`config.mk`:
```
export PLATFORM = sky130hd
export DESIGN_NAME = ps2_key_decoder
export DESIGN_NICKNAME = d
export VERILOG_FILES = /design/src/rtl/ps2_pkg.sv /design/src/rtl/ps2_rx_frame.sv /design/src/rtl/ps2_key_decoder.sv
export SDC_FILE = /design/constraint.sdc
export NUM_CORES = 1
export LEC_CHECK = 0
export BUFFER_PORTS_ARGS = -buffer_cell sky130_fd_sc_hd__clkbuf_2
export CAP_MARGIN = 10
export CORE_UTILIZATION = 26
export DETAILED_ROUTE_END_ITERATION = 16
export MAX_ROUTING_LAYER = met4
export PLACE_DENSITY = 0.48
export SETUP_SLACK_MARGIN = 0.1
export SLEW_MARGIN = 20
export SYNTH_ARGS = -nofsm -noshare
export SYNTH_HDL_FRONTEND = slang
export SYNTH_SLANG_ARGS = --single-unit
```
`constraint.sdc`:
```
create_clock -name iCLK -period 2.4 [get_ports iCLK]
set_input_delay 0.24 -clock iCLK [delete_from_list [all_inputs] [get_ports iCLK]]
set_output_delay 0.24 -clock iCLK [all_outputs]
set_load 0.005 [all_outputs]
```
`src/rtl/ps2_pkg.sv`:
```
// ps2_pkg: scan-code constants, ignore list and decode FSM encoding shared by the PS/2 receiver.
package ps2_pkg;
   localparam logic [7:0] PS2_EXT   = 8'hE0;
   localparam logic [7:0] PS2_BRK   = 8'hF0;
   localparam logic [7:0] PS2_PAUSE = 8'hE1;
   localparam logic [7:0] PS2_BAT   = 8'hAA;
   localparam logic [7:0] PS2_ACK   = 8'hFA;
   localparam logic [7:0] PS2_ECHO  = 8'hEE;
   localparam logic [7:0] PS2_RSND  = 8'hFE;
   localparam logic [7:0] PS2_ERR0  = 8'h00;
   localparam logic [7:0] PS2_ERR1  = 8'hFF;
   localparam logic [7:0] KEY_UP    = 8'h75;
   localparam logic [7:0] KEY_DOWN  = 8'h72;
   localparam logic [7:0] KEY_LEFT  = 8'h6B;
   localparam logic [7:0] KEY_RIGHT = 8'h74;
   typedef enum logic [1:0] {IDLE, EXT, BRK, EXT_BRK} state_t;
   function automatic logic is_ignored(input logic [7:0] b);
      return b inside {PS2_PAUSE, PS2_BAT, PS2_ACK, PS2_ECHO, PS2_RSND, PS2_ERR0, PS2_ERR1};
   endfunction
endpackage

```
`src/rtl/ps2_rx_frame.sv`:
```
// ps2_rx_frame: synchronizes and filters the PS/2 lines and assembles 11-bit frames into bytes.
module ps2_rx_frame #(
   parameter int FILTER_LEN     = 8,
   parameter int TIMEOUT_CYCLES = 12500
) (
   input  logic       iCLK,
   input  logic       iRST_n,
   input  logic       ps2_clk,
   input  logic       ps2_data,
   output logic [7:0] rx_byte,
   output logic       byte_valid,
   output logic       frame_err
);
   localparam int FW = $clog2(FILTER_LEN + 1);
   localparam int TW = $clog2(TIMEOUT_CYCLES + 1);
   logic [1:0]    clk_s, dat_s;
   logic          filt, tick, parity;
   logic [FW-1:0] fcnt;
   logic [TW-1:0] tcnt;
   logic [3:0]    idx;
   logic          flip;
   assign flip = (clk_s[1] != filt) && (fcnt == FW'(FILTER_LEN - 1));
   always_ff @(posedge iCLK or negedge iRST_n)
      if (!iRST_n) begin
         clk_s <= 2'b11;
         dat_s <= 2'b11;
         filt  <= 1'b1;
         fcnt  <= '0;
         tick  <= 1'b0;
      end else begin
         clk_s <= {clk_s[0], ps2_clk};
         dat_s <= {dat_s[0], ps2_data};
         fcnt  <= (clk_s[1] == filt || flip) ? '0 : fcnt + 1'b1;
         filt  <= flip ? clk_s[1] : filt;
         tick  <= flip && filt;
      end
   // Timeout only runs inside a frame, so an idle bus never raises frame_err.
   always_ff @(posedge iCLK or negedge iRST_n)
      if (!iRST_n) begin
         idx        <= '0;
         rx_byte    <= '0;
         parity     <= 1'b0;
         tcnt       <= '0;
         byte_valid <= 1'b0;
         frame_err  <= 1'b0;
      end else begin
         byte_valid <= 1'b0;
         frame_err  <= 1'b0;
         if (tick) begin
            tcnt <= '0;
            if (idx == 4'd0) idx <= dat_s[1] ? 4'd0 : 4'd1;
            else if (idx <= 4'd8) begin
               rx_byte <= {dat_s[1], rx_byte[7:1]};
               idx     <= idx + 4'd1;
            end else if (idx == 4'd9) begin
               parity <= dat_s[1];
               idx    <= 4'd10;
            end else begin
               idx        <= '0;
               byte_valid <= dat_s[1] && (^rx_byte ^ parity);
               frame_err  <= !(dat_s[1] && (^rx_byte ^ parity));
            end
         end else if (idx == 4'd0) tcnt <= '0;
         else if (tcnt == TW'(TIMEOUT_CYCLES - 1)) begin
            tcnt      <= '0;
            idx       <= '0;
            frame_err <= 1'b1;
         end else tcnt <= tcnt + 1'b1;
      end
endmodule

```
`src/rtl/ps2_key_decoder.sv`:
```
// ps2_key_decoder: strips E0/F0 prefixes from received scan codes and strobes each make code.
module ps2_key_decoder import ps2_pkg::*; #(
   parameter int FILTER_LEN     = 8,
   parameter int TIMEOUT_CYCLES = 12500
) (
   input  logic       iCLK,
   input  logic       iRST_n,
   input  logic       ps2_clk,
   input  logic       ps2_data,
   output logic [7:0] key_in,
   output logic       key_en,
   output logic       key_ext,
   output logic       frame_err
);
   logic [7:0] rx_byte;
   logic       byte_valid, make;
   state_t     state, state_nx;
   ps2_rx_frame #(.FILTER_LEN(FILTER_LEN), .TIMEOUT_CYCLES(TIMEOUT_CYCLES)) u_rx (
      .iCLK(iCLK), .iRST_n(iRST_n), .ps2_clk(ps2_clk), .ps2_data(ps2_data),
      .rx_byte(rx_byte), .byte_valid(byte_valid), .frame_err(frame_err)
   );
   always_ff @(posedge iCLK or negedge iRST_n)
      if (!iRST_n) state <= IDLE;
      else state <= state_nx;
   // A break prefix swallows exactly one following byte, whichever state it came from.
   always_comb begin
      state_nx = state;
      make     = 1'b0;
      if (frame_err) state_nx = IDLE;
      else if (byte_valid)
         case (state)
            IDLE: begin
               state_nx = rx_byte == PS2_EXT ? EXT : rx_byte == PS2_BRK ? BRK : IDLE;
               make     = !(rx_byte inside {PS2_EXT, PS2_BRK}) && !is_ignored(rx_byte);
            end
            EXT: begin
               state_nx = rx_byte == PS2_BRK ? EXT_BRK : rx_byte == PS2_EXT ? EXT : IDLE;
               make     = !(rx_byte inside {PS2_EXT, PS2_BRK});
            end
            default: state_nx = IDLE;
         endcase
   end
   always_ff @(posedge iCLK or negedge iRST_n)
      if (!iRST_n) begin
         key_in  <= '0;
         key_ext <= 1'b0;
         key_en  <= 1'b0;
      end else begin
         key_en <= make;
         if (make) begin
            key_in  <= rx_byte;
            key_ext <= state == EXT;
         end
      end
endmodule
```
# == After elaboration in Yosys (flattened, before gate mapping) ==
# Index checks and enable logic that the tools add are counted.
# word_totals
out_inout_bits,11
ff_bits,51
wordCells,87
input_bits,4
# op_classes
n_addsub,3
bitwise_logic,3
muxes,31
eq_ne,15
reduce_logical,19
n_lt_le_gt_ge,1
# op_table
operator,n
8-bit equality test (second input constant),8
14-bit two-way mux,3
4-bit two-way mux,7
14-bit by 1-bit adder with 14-bit output (second input constant),1
14-bit equality test (second input constant),1
1-bit two-way mux,14
2-bit two-way mux,5
4-bit by 1-bit adder with 4-bit output (second input constant),2
8-bit logical NOT,1
8-bit XOR reduction,1
7-bit nonzero test,1
2-bit nonzero test,3
4-bit by 3-bit equality test with 1-bit output (second input constant),1
4-bit equality test (second input constant),1
4-bit less-or-equal comparator (second input constant),1
1-bit logical AND,4
4-bit logical NOT,1
2-bit one-hot mux with 2 select lines,1
4-bit AND reduction,1
1-bit logical NOT,3
3-bit AND reduction,1
2-bit by 1-bit equality test with 1-bit output (second input constant),1
2-bit logical NOT,1
2-bit by 1-bit inequality test with 1-bit output (second input constant),1
other kinds (7),8

# == Depth between registers and ports, before layout ==
# Gate-level depths: netlist (run 1).
# depth
depth_word,8
mapped_depth,7
depth_no_buf,6

# == Modules after synthesis ==
# From an unflattened synthesis (run 1), not the netlist that was laid out.
# hier_totals
hier_cells,212
area_unflattened_um2,2539.9
# by_module_without_submodules
module,n_inst,area_each_um2,cells_each,seq_area_each_um2
ps2_rx_frame,1,1909.3,168,982.2
ps2_key_decoder,1,630.6,44,300.3

# == Worst setup path before layout (run 1) ==
# Ideal clock, no wire load.
# synth_path
kind,register -> register
from,register u_rx.rx_byte[4]
to,register key_in[1]
path_slack_ns,0.639
t_required_ns,2.296
arrival_time_ns,1.657
synth_period_minus_slack_ns,1.761
path_buffers,1
setup_time_ns,0.104
path_stages_with_launch,8
cell_sequence,dfrtp_1 > inv_1 > ha_1 > o2111ai_1 > nand3b_1 > buf_2 > mux2_1 > o311ai_1
# synth_between
elab_chain_cells,7
elab_cells_between_ends,17
cone_classes,eq/ne (8); mux (3); reduce/logical (6)
# synth_lines
element,line,text
start: declaration,ps2_rx_frame.sv:10,"output logic [7:0] rx_byte,"
start signal: assignment,ps2_rx_frame.sv:53,"rx_byte <= {dat_s[1], rx_byte[7:1]};"
8-bit equality test (tied with other cells),ps2_pkg.sv:18,"return b inside {PS2_PAUSE, PS2_BAT, PS2_ACK, PS2_ECHO, PS2_RSND, PS2_ERR0, PS2_ERR1};"
7-bit nonzero test / 2-bit nonzero test (equally long branches),"ps2_pkg.sv:18, ps2_key_decoder.sv:34, ps2_key_decoder.sv:38",
"1-bit logical NOT, on equally long branches","ps2_key_decoder.sv:34, ps2_key_decoder.sv:38",
1-bit logical AND,ps2_key_decoder.sv:34,"make = !(rx_byte inside {PS2_EXT, PS2_BRK}) && !is_ignored(rx_byte);"
1-bit one-hot mux with 2 select lines (*),ps2_key_decoder.sv:31,case (state)
1-bit two-way mux (*),ps2_key_decoder.sv:30,else if (byte_valid)
1-bit two-way mux (*),ps2_key_decoder.sv:29,if (frame_err) state_nx = IDLE;
end signal: assignment,ps2_key_decoder.sv:51,key_in <= rx_byte;
end: declaration,ps2_key_decoder.sv:10,"output logic [7:0] key_in,"
# Every way passes the cells marked *; elsewhere a longest branch is shown, timed or not.
# A chain may end at the register's enable or synchronous reset.

# == Worst setup path in the final report (run 1) ==
# layout_path
from,register u_rx.rx_byte[4]
to,register key_in[5]
# The elaborated chain is that of the path after synthesis.

==> results of run 1 <==
-- kinds of logic after synthesis --
group / Yosys count
AO/OA/AOI/OAI: 37
adder cells (fa/ha/maj): 18
flip-flops: 51
buffers and inverters: 32
XOR/XNOR: 17
multiplexers: 19
AND/OR/NAND/NOR: 86
-- per-stage QoR --
step / utilization [%] / instance area (um^2)
after floorplan: - / 2760
after global placement: 29.2 / 3000
after detailed placement: 29.2 / 3000
after CTS: 30.4 / 3120
after global routing: 30.4 / 3120
final: 30.4 / 3120
-- path summary, 6_finish.rpt --
path | slack, ns | to | startpoint
setup / recovery | 0.39 | key_in[5]$_DFFE_PN0P_ | u_rx.rx_byte[4]$_DFFE_PN0P_
hold / removal | 0.36 | u_rx.clk_s[1]$_DFF_PN1_ | u_rx.clk_s[0]$_DFF_PN1_
setup reg to reg | 0.39 | key_in[5]$_DFFE_PN0P_ | u_rx.rx_byte[4]$_DFFE_PN0P_
hold reg to reg | 0.36 | u_rx.clk_s[1]$_DFF_PN1_ | u_rx.clk_s[0]$_DFF_PN1_
max in group asynchronous | 1.33 | u_rx.clk_s[0]$_DFF_PN1_ | iRST_n
min in group asynchronous | 0.44 | key_in[1]$_DFFE_PN0P_ | iRST_n
-- layout make-up --
cell class | instances | area, um^2 | share of cell area [%]
multi-input combinational | 177 | 1340 | 42.8
sequential | 51 | 1280 | 41.0
tap | 136 | 170 | 5.45
timing repair buffer | 22 | 150 | 4.81
inverter | 24 | 90.1 | 2.88
clock buffer | 7 | 86.3 | 2.76
clock inverter | 1 | 8.76 | 0.280
-- cell usage in the layout, fill, tap and decap left out, drive strengths merged, types with 5 or more instances in the layout --
cell type	count
or4	9
ha	18
xor2	11
nand4	5
buf	5
clkbuf	21
inv	22
mux2	11
nand3	7
xnor2	5
mux2i	8
o21ai	5
nand2	19
o311ai	8
a21oi	5
dfrtp	46
dfstp	5
nor2b	5
nor2	21
-- metal layers --
layer / share of wire (%) / wire length (um) / track usage (%)
met1: 50 / 2690 / 14.6
met5: 0 / 0 / -
met2: 46 / 2510 / 17.9
met4: 1.2 / 63 / 3.52
met3: 2.6 / 139 / 2.43
-- timing repair --
item | in CTS | in global routing
hold endpoints to repair | 20 | 0
buffers inserted | 0 | 0
hold buffers | 3 | 0
-- report_power, final --
part           internal (mW)  switching (mW)  total (mW)
clock                  0.237           0.294       0.532
combinational         0.0435          0.0518      0.0953
sequential             0.898          0.0231       0.921
total                   1.18           0.369        1.55
-- registers in the layout, summed over array words and instances, names as in the netlist --
name	count
key_ext	1
u_rx.parity	1
u_rx.filt	1
u_rx.dat_s	2
u_rx.fcnt	4
u_rx.tick	1
key_en	1
u_rx.tcnt	14
u_rx.byte_valid	1
state	2
u_rx.clk_s	2
u_rx.idx	4
u_rx.rx_byte	8
key_in	8
u_rx.frame_err	1
-- synthesized netlist by cell type, types with 2 or more instances --
| cell type | instances |
|---|---|
| xor2_1 | 11 |
| nand3_1 | 7 |
| and3_1 | 2 |
| nand2b_1 | 4 |
| nand2_2 | 2 |
| a22oi_1 | 2 |
| o31ai_1 | 2 |
| nand2_1 | 17 |
| nor2b_1 | 4 |
| nand4_1 | 5 |
| a21oi_1 | 5 |
| buf_2 | 4 |
| nand3b_1 | 2 |
| nor3b_1 | 2 |
| dfstp_2 | 5 |
| xnor2_1 | 5 |
| nor2_1 | 21 |
| o311ai_1 | 8 |
| ha_1 | 18 |
| dfrtp_1 | 46 |
| and4_1 | 3 |
| mux2_1 | 10 |
| inv_1 | 15 |
| o21ai_0 | 2 |
| inv_2 | 7 |
| mux2i_1 | 8 |
| and2_1 | 2 |
| o21ai_1 | 3 |
| o2111ai_1 | 2 |
| a22o_1 | 2 |
| clkbuf_1 | 2 |
| o211a_1 | 2 |
| or4_1 | 9 |
| clkinv_1 | 2 |
==> results.sh, run 1 <==
export IMPL_outcome="finished clean"
export IMPL_min_path_cells=0
export IMPL_track_usage_pct=11.4
export IMPL_drc=0
export IMPL_nFillCells=1072
export IMPL_max_slew_margin_rel_pct=51.6
export IMPL_core_um2=10300
export IMPL_ys_seq_elements=51
export IMPL_hold_violations=0
export IMPL_synth_compound_area_share_pct=10.3
export IMPL_synthArstFlopShare_pct=100
export IMPL_rsz0062_at_grt="false"
export IMPL_clk_insertion_delay_late_ns=0.31
export IMPL_clk_path_buf_depth=2
export IMPL_maxCapViolCount=0
export IMPL_total_leakage_power_nw=1.42
export IMPL_place_congestion=0.792
export IMPL_fmax_mhz=498
export IMPL_rows=37
export IMPL_slowest_delay_ns=0.52
export IMPL_numCtsBuffers=5
export IMPL_period_needed_ns=2.01
export IMPL_io_buffers=14
export IMPL_ir_worst_vdd_uv=240
export IMPL_setup_slack_ns=0.394
export IMPL_ctsResizeCount=0
export IMPL_power_mw=1.55
export IMPL_synth_top_family_by_area="simple AND/OR/NAND/NOR gates"
export IMPL_die_area_um2=11000
export IMPL_dieWidth_um=105
export IMPL_hold_path_class="reg2reg"
export IMPL_synthCells=260
export IMPL_synthMuxAreaShare_pct=7.40
export IMPL_cts_tree="built"
export IMPL_clk_pin_slew_ns=0.10
export IMPL_setup_viol=0
export IMPL_numClockSinks=51
export IMPL_final_max_slew_viol_count=0
export IMPL_io_pins=15
export IMPL_crit_path_end_kind="flop"
export IMPL_grt_max_degree=34
export IMPL_drt_iter0_markers=60
export IMPL_crit_type="reg2reg"
export IMPL_drive_gt1_share_pct=14.9
export IMPL_wl_per_cell_um=12.9
export IMPL_synth_top_area_share_pct=41.8
export IMPL_viasPerCell=4.59
export IMPL_fin_nets=303
export IMPL_syn_to_final_growth_pct=13.4
export IMPL_ys_flop_type="dfrtp_1"
export IMPL_reg2reg_depth=7
export IMPL_grt_pass1_vias=2029
export IMPL_powerDensity_nw_per_um2=495
export IMPL_critPathTopFamily="simple AND/OR/NAND/NOR gates"
export IMPL_cts_root_buffer="clkbuf_8"
export IMPL_yosys_area_top_type="dfrtp_1"
export IMPL_synth_cell_types=53
export IMPL_dr_total_vias=1917
export IMPL_htreeDepth=2
export IMPL_postRouteAntennaNets=0
export IMPL_ys_seq_area_share_pct=46.5
export IMPL_worst_path_stages=7
export IMPL_grt_remaining_overflow=0
export IMPL_grt_pass1_wl_um=9850
export IMPL_routed_wl_um=5400
export IMPL_synthAdderAreaFrac_pct=8.17
export IMPL_dp_slack_ns=0.409
export IMPL_hpwlAfterDp_um=3780
export IMPL_yosys_warnings=0
export IMPL_synth_nets=282
export IMPL_yosys_area_share_simple_pct=16.8
export IMPL_cp_start_kind="flop"
export IMPL_dieHeight_um=105
export IMPL_synth_area_um2=2760
export IMPL_instances_no_fill=418
export IMPL_antenna_found_initial=0
export IMPL_hold_slack_ns=0.361
export IMPL_synth_area_leaders="dfrtp_1 (42%), ha_1 (8.2%), dfstp_2 (4.8%)"
export IMPL_fin_worst_skew_ns=0.0190
export IMPL_synth_edf_count=0
export IMPL_cp_slowest_cell="or4_1"
export IMPL_dp_cells=407
export IMPL_worst_pin_slew_ns=0.723
export IMPL_diodes=0
export IMPL_crit_buf_inv=2
export IMPL_finalCritPeriodShare_pct=83.6
export IMPL_cp_cell_sequence="inv_1 -> ha_1 -> o2111ai_1 -> nand3b_1 -> buf_4 -> or4_1 -> o311ai_1"
export IMPL_critPathArrivalTime_ns=2.22
export IMPL_worstPathRequired_ns=2.61
export IMPL_worstPathMaxFanout=19
export IMPL_tns_ns=0
export IMPL_dr_pass1_iters=4
export IMPL_synthXorXnorAreaFrac_pct=5.90
export IMPL_synth_area_per_cell_um2=10.6
export IMPL_start_util_pct=26.8
Note: power is estimated with default switching activity, not from simulation.
==> run 2, diff against run 1 <==
==> constraint.sdc (replaced) <==
create_clock -name iCLK -period 2.02 [get_ports iCLK]
set_input_delay 0.202 -clock iCLK [delete_from_list [all_inputs] [get_ports iCLK]]
set_output_delay 0.202 -clock iCLK [all_outputs]
set_load 0.005 [all_outputs]
==> run 2 against run 1 <==
Compared with the run above:
- clock skew down 0.0027 ns
- sequential share of layout area down 5.0 points
- count of clock-buffer cells in the layout down 1
- combinational power up 15%
- routed wire length up 13%
- critical path type unchanged
==> results.sh, run 2 (synthesized netlist as in run 1, its figures left out) <==
export IMPL_outcome="finished clean"
export IMPL_final_common_cell="dfrtp_1"
export IMPL_start_util_pct=26.8
export IMPL_dieHeight_um=105
export IMPL_fmax_mhz=523
export IMPL_fin_worst_skew_ns=0.0163
export IMPL_fin_nets=326
export IMPL_nFillCells=1054
export IMPL_worstPathMaxFanout=4
export IMPL_clk_insertion_delay_late_ns=0.31
export IMPL_regMostFlops="u_rx.tcnt"
export IMPL_dieWidth_um=105
export IMPL_hold_violations=0
export IMPL_cts_root_buffer="clkbuf_8"
export IMPL_rsz0062_at_grt="true"
export IMPL_cp_start_kind="flop"
export IMPL_crit_path_end_kind="flop"
export IMPL_internal_power_mw=1.36
export IMPL_track_usage_pct=11.4
export IMPL_syn_to_final_growth_pct=29.6
export IMPL_switching_power_uw=448
export IMPL_drc=0
export IMPL_finalCritPeriodShare_pct=94.6
export IMPL_io_pins=15
export IMPL_hold_path_class="in2async"
export IMPL_dr_total_vias=2092
export IMPL_pwr_share_comb_pct=6.1
export IMPL_rows=37
export IMPL_dp_cells=417
export IMPL_swShare_pct=24.8
export IMPL_numClockSinks=51
export IMPL_top_regs="u_rx.tcnt (14), key_in (8), u_rx.rx_byte (8)"
export IMPL_antenna_found_initial=0
export IMPL_fin_util_pct=34.7
export IMPL_max_slew_margin_rel_pct=39.9
export IMPL_hpwlAfterDp_um=3850
export IMPL_powerDensity_nw_per_um2=507
export IMPL_drt_iter0_markers=58
export IMPL_diodes=0
export IMPL_power_mw=1.81
export IMPL_io_buffers=14
export IMPL_final_cell_mix="dfrtp_1 (43), nor2_1 (21), nand2_1 (17), buf_4 (17), clkbuf_2 (14)"
export IMPL_setup_viol=0
export IMPL_ir_worst_vdd_uv=339
export IMPL_tns_ns=0
export IMPL_grt_pass1_wl_um=9870
export IMPL_clk_path_buf_depth=2
export IMPL_htreeDepth=2
export IMPL_worst_pin_slew_ns=0.901
export IMPL_grt_pass1_vias=2049
export IMPL_crit_type="reg2reg"
export IMPL_dr_pass1_iters=4
export IMPL_cts_tree="built"
export IMPL_clk_pin_slew_ns=0.10
export IMPL_largest_reg_flops=14
export IMPL_instances_no_fill=441
export IMPL_wl_per_cell_um=13.8
export IMPL_numCtsBuffers=5
export IMPL_maxCapViolCount=0
export IMPL_grt_remaining_overflow=0
export IMPL_core_um2=10300
export IMPL_critPathArrivalTime_ns=2.08
export IMPL_clockPowerShare_pct=33.4
export IMPL_viasPerCell=4.74
export IMPL_die_area_um2=11000
export IMPL_routed_wl_um=6090
export IMPL_drive_gt1_share_pct=32.8
export IMPL_worstPathRequired_ns=2.19
export IMPL_final_max_slew_viol_count=0
export IMPL_reg2reg_depth=8
export IMPL_grt_max_degree=52
export IMPL_place_congestion=0.813
export IMPL_period_needed_ns=1.91
export IMPL_total_leakage_power_nw=1.62
export IMPL_seqPwrFrac_pct=60.5
export IMPL_postRouteAntennaNets=0
==> run 2: worst paths after layout <==
kind | end | slack (ns) | start
setup / recovery | key_in[3]$_DFFE_PN0P_ | 0.11 | u_rx.rx_byte[5]$_DFFE_PN0P_
hold / removal | u_rx.frame_err$_DFF_PN0_ | 0.02 | iRST_n
setup reg to reg | key_in[3]$_DFFE_PN0P_ | 0.11 | u_rx.rx_byte[5]$_DFFE_PN0P_
hold reg to reg | u_rx.clk_s[1]$_DFF_PN1_ | 0.36 | u_rx.clk_s[0]$_DFF_PN1_
max in group asynchronous | u_rx.rx_byte[7]$_DFFE_PN0P_ | 1.52 | iRST_n
min in group iCLK | u_rx.clk_s[1]$_DFF_PN1_ | 0.36 | u_rx.clk_s[0]$_DFF_PN1_
==> run 2: power groups by stage <==
stage / Sequential (mW) / Combinational [mW] / Clock [mW]
floorplan: 1.11 / 0.0716 / 0
global placement: 1.11 / 0.107 / 0
detailed placement: 1.11 / 0.111 / 0
CTS: 1.09 / 0.114 / 0.634
global route: 1.10 / 0.132 / 0.664
finish: 1.09 / 0.110 / 0.605
==> run 2: cell type report <==
type | instances | area [um^2] | share of cell area [%]
Timing Repair Buffer | 45 | 389 | 10.9
Multi-Input combinational cell | 177 | 1550 | 43.4
Clock inverter | 2 | 13.8 | 0.385
Sequential cell | 51 | 1290 | 36.0
Tap cell | 136 | 170 | 4.77
Inverter | 24 | 90.1 | 2.52
Clock buffer | 6 | 72.6 | 2.03
==> run 2: metal layers <==
layer | global-route usage [%] | share of wire, % | wire (um)
met5 | - | 0 | 0
met4 | 3.02 | 0.99 | 60
met2 | 18.2 | 49 | 2970
met3 | 2.06 | 2.4 | 146
met1 | 14.8 | 48 | 2920
==> run 2: worst max-delay path: stages, from the launching register on <==
cell	delay (ns)
dfrtp_2	0.47
ha_4	0.19
o2111ai_2	0.18
nand3b_1	0.15
buf_6	0.17
clkbuf_16	0.14
buf_4	0.13
mux2_2	0.24
o311ai_4	0.10
==> run 2: timing repair <==
item / 4_1_cts / 5_1_grt
hold buffers: 2 / 0
setup endpoints to repair: 8 / 17
pin swaps: 0 / 21
hold endpoints to repair: 2 / 0
resized for setup: 2 / 51
cloned: 0 / 2
buffers inserted: 1 / 11
==> run 2: per-stage QoR <==
step                      cell area (um^2)  setup WS (ns)  hold WS, ns
after floorplan                       2760          0.259      -0.0936
after global placement                3070          0.129        0.290
after detailed placement              3070         0.0949        0.291
after CTS                             3190         0.0986       0.0438
after global routing                  3570         0.0383       0.0717
final                                 3570          0.110       0.0153
==> run 3, diff against run 2 <==
--- a/config.mk
+++ b/config.mk
@@ -6,11 +6,11 @@
 export NUM_CORES = 1
 export LEC_CHECK = 0
 export BUFFER_PORTS_ARGS = -buffer_cell sky130_fd_sc_hd__clkbuf_2
-export CAP_MARGIN = 10
 export CORE_UTILIZATION = 26
 export DETAILED_ROUTE_END_ITERATION = 16
 export MAX_ROUTING_LAYER = met4
 export PLACE_DENSITY = 0.48
+export RECOVER_POWER = 100
 export SETUP_SLACK_MARGIN = 0.1
 export SLEW_MARGIN = 20
 export SYNTH_ARGS = -nofsm -noshare
==> constraint.sdc (replaced) <==
create_clock -name iCLK -period 2 [get_ports iCLK]
set_input_delay 0.2 -clock iCLK [delete_from_list [all_inputs] [get_ports iCLK]]
set_output_delay 0.2 -clock iCLK [all_outputs]
set_load 0.005 [all_outputs]
==> run 3 against run 2 <==
Compared with the run above:
- worst hold slack gained 0.25 ns
- largest power group unchanged
- critical endpoint is now key_in[6]$_DFFE_PN0P_
- register-to-register slack lost 0.07 ns
- global-route usage shrank 0.19 points
==> results.sh, run 3 (synthesized netlist as in run 1, its figures left out) <==
export IMPL_outcome="finished clean"
export IMPL_wl_per_cell_um=13.5
export IMPL_worstPathMaxFanout=5
export IMPL_place_congestion=0.822
export IMPL_total_leakage_power_nw=1.61
export IMPL_timing_rr_end="key_in[6]$_DFFE_PN0P_"
export IMPL_hold_slack_ns=0.268
export IMPL_hold_violations=0
export IMPL_worst_pin_slew_ns=1.32
export IMPL_grt_max_degree=52
export IMPL_syn_to_final_growth_pct=27.6
export IMPL_max_slew_margin_rel_pct=11.7
export IMPL_final_cell_mix="dfrtp_1 (44), buf_4 (23), nor2_1 (21), nand2_1 (17)"
export IMPL_fin_nets=328
export IMPL_worstPathRequired_ns=2.22
export IMPL_r2r_setup_slack_ns=0.04
export IMPL_grt_remaining_overflow=0
export IMPL_crit_type="reg2reg"
export IMPL_finalCritPeriodShare_pct=97.8
export IMPL_drt_iter0_markers=58
export IMPL_hold_path_class="in2async"
export IMPL_grt_pass1_vias=2039
export IMPL_critPathArrivalTime_ns=2.18
export IMPL_dp_slack_ns=0.100
export IMPL_period_needed_ns=1.96
export IMPL_routed_wl_um=6000
export IMPL_dr_pass1_iters=4
export IMPL_viasPerCell=4.67
export IMPL_final_max_slew_viol_count=0
export IMPL_maxCapViolCount=0
export IMPL_final_common_cell="dfrtp_1"
export IMPL_setup_viol=0
export IMPL_io_pins=15
export IMPL_track_usage_pct=11.2
export IMPL_cts_tree="built"
export IMPL_htreeDepth=2
export IMPL_die_area_um2=11000
export IMPL_largest_reg_flops=14
export IMPL_fin_util_pct=34.2
export IMPL_grt_pass1_wl_um=9800
export IMPL_io_buffers=14
export IMPL_powerDensity_nw_per_um2=550
export IMPL_diodes=0
export IMPL_crit_path_end_kind="flop"
export IMPL_antenna_found_initial=0
export IMPL_dieWidth_um=105
export IMPL_start_util_pct=26.8
export IMPL_reg2reg_depth=7
export IMPL_numClockSinks=51
export IMPL_cts_root_buffer="clkbuf_8"
export IMPL_core_um2=10300
export IMPL_ir_worst_vdd_uv=314
export IMPL_cp_start_kind="flop"
export IMPL_dieHeight_um=105
export IMPL_dpl_cell_area_um2=3090
export IMPL_fin_worst_skew_ns=0.0138
export IMPL_postRouteAntennaNets=0
export IMPL_design_area_um2=3510
export IMPL_dr_total_vias=2071
export IMPL_clk_pin_slew_ns=0.10
export IMPL_fmax_mhz=511
export IMPL_drc=0
export IMPL_setup_slack_ns=0.0443
export IMPL_drive_gt1_share_pct=31.6
export IMPL_rsz0062_at_grt="true"
export IMPL_r2r_start="u_rx.rx_byte[5]$_DFFE_PN0P_"
export IMPL_numCtsBuffers=5
export IMPL_power_mw=1.93
export IMPL_regMostFlops="u_rx.tcnt"
export IMPL_clk_insertion_delay_late_ns=0.31
export IMPL_top_regs="u_rx.tcnt (14), key_in (8), u_rx.rx_byte (8)"
export IMPL_clk_path_buf_depth=2
export IMPL_hpwlAfterDp_um=3870
export IMPL_rows=37
run 3: changes by cell type in the layout (fill, tap and decap cells not counted), sizes merged:
cell	change
buf	+1
bufinv	+1
clkbuf	+2
clkinv	-2
run 3: worst max path at each step:
stage	start	to	slack, ns	cells after the start
after floorplan	u_rx.rx_byte[4]$_DFFE_PN0P_	key_in[1]$_DFFE_PN0P_	0.24	7
after global placement	u_rx.rx_byte[4]$_DFFE_PN0P_	key_in[1]$_DFFE_PN0P_	0.08	8
after detailed placement	u_rx.rx_byte[4]$_DFFE_PN0P_	key_in[4]$_DFFE_PN0P_	0.10	7
after CTS	u_rx.rx_byte[4]$_DFFE_PN0P_	key_in[7]$_DFFE_PN0P_	0.10	7
after global routing	u_rx.rx_byte[3]$_DFFE_PN0P_	key_in[7]$_DFFE_PN0P_	-0.01	7
final	u_rx.rx_byte[5]$_DFFE_PN0P_	key_in[6]$_DFFE_PN0P_	0.04	7
run 3: worst max-delay path, stage by stage, from the launching register on:
cell and delay [ns]:
dfrtp_2 0.47, ha_4 0.18, buf_2 0.15, a22oi_2 0.20, o21ai_4 0.09, buf_6 0.14
or4_4 0.54, o311ai_4 0.10
run 3: area by class of cell:
cell class / count / area [um^2]
multi-input combinational: 177 / 1510
tap: 136 / 170
timing repair buffer: 47 / 353
inverter: 24 / 90.1
sequential: 51 / 1280
clock buffer: 7 / 76.3
fill: 1088 / 6760
clock inverter: 1 / 30.0
run 3: metal layers:
metal	global-route usage (%)	wire [um]	share of wire, %
met1	14.5	2950	49
met2	17.6	2880	48
met3	2.06	122	2.0
met4	3.72	48	0.80
met5	-	0	0
run 3: report_power, final:
group / total [mW] / switching (mW) / internal, mW
Clock: 0.718 / 0.343 / 0.375
Combinational: 0.112 / 0.0631 / 0.0485
Sequential: 1.10 / 0.0267 / 1.08
Total: 1.93 / 0.433 / 1.50
run 3: stage by stage:
step / instances / TNS, ns
detailed placement: 419 / 0
global route: 443 / -0.0126
CTS: 435 / 0
finish: 443 / 0
floorplan: 260 / 0
global placement: 419 / 0
run 3: repair_timing:
| action | in CTS | in global routing |
|---|---|---|
| hold endpoints to repair | 2 | 0 |
| cloned | 0 | 1 |
| resized for setup | 1 | 44 |
| hold buffers | 2 | 0 |
| buffers inserted | 6 | 7 |
| setup endpoints to repair | 6 | 19 |
| pin swaps | 0 | 18 |
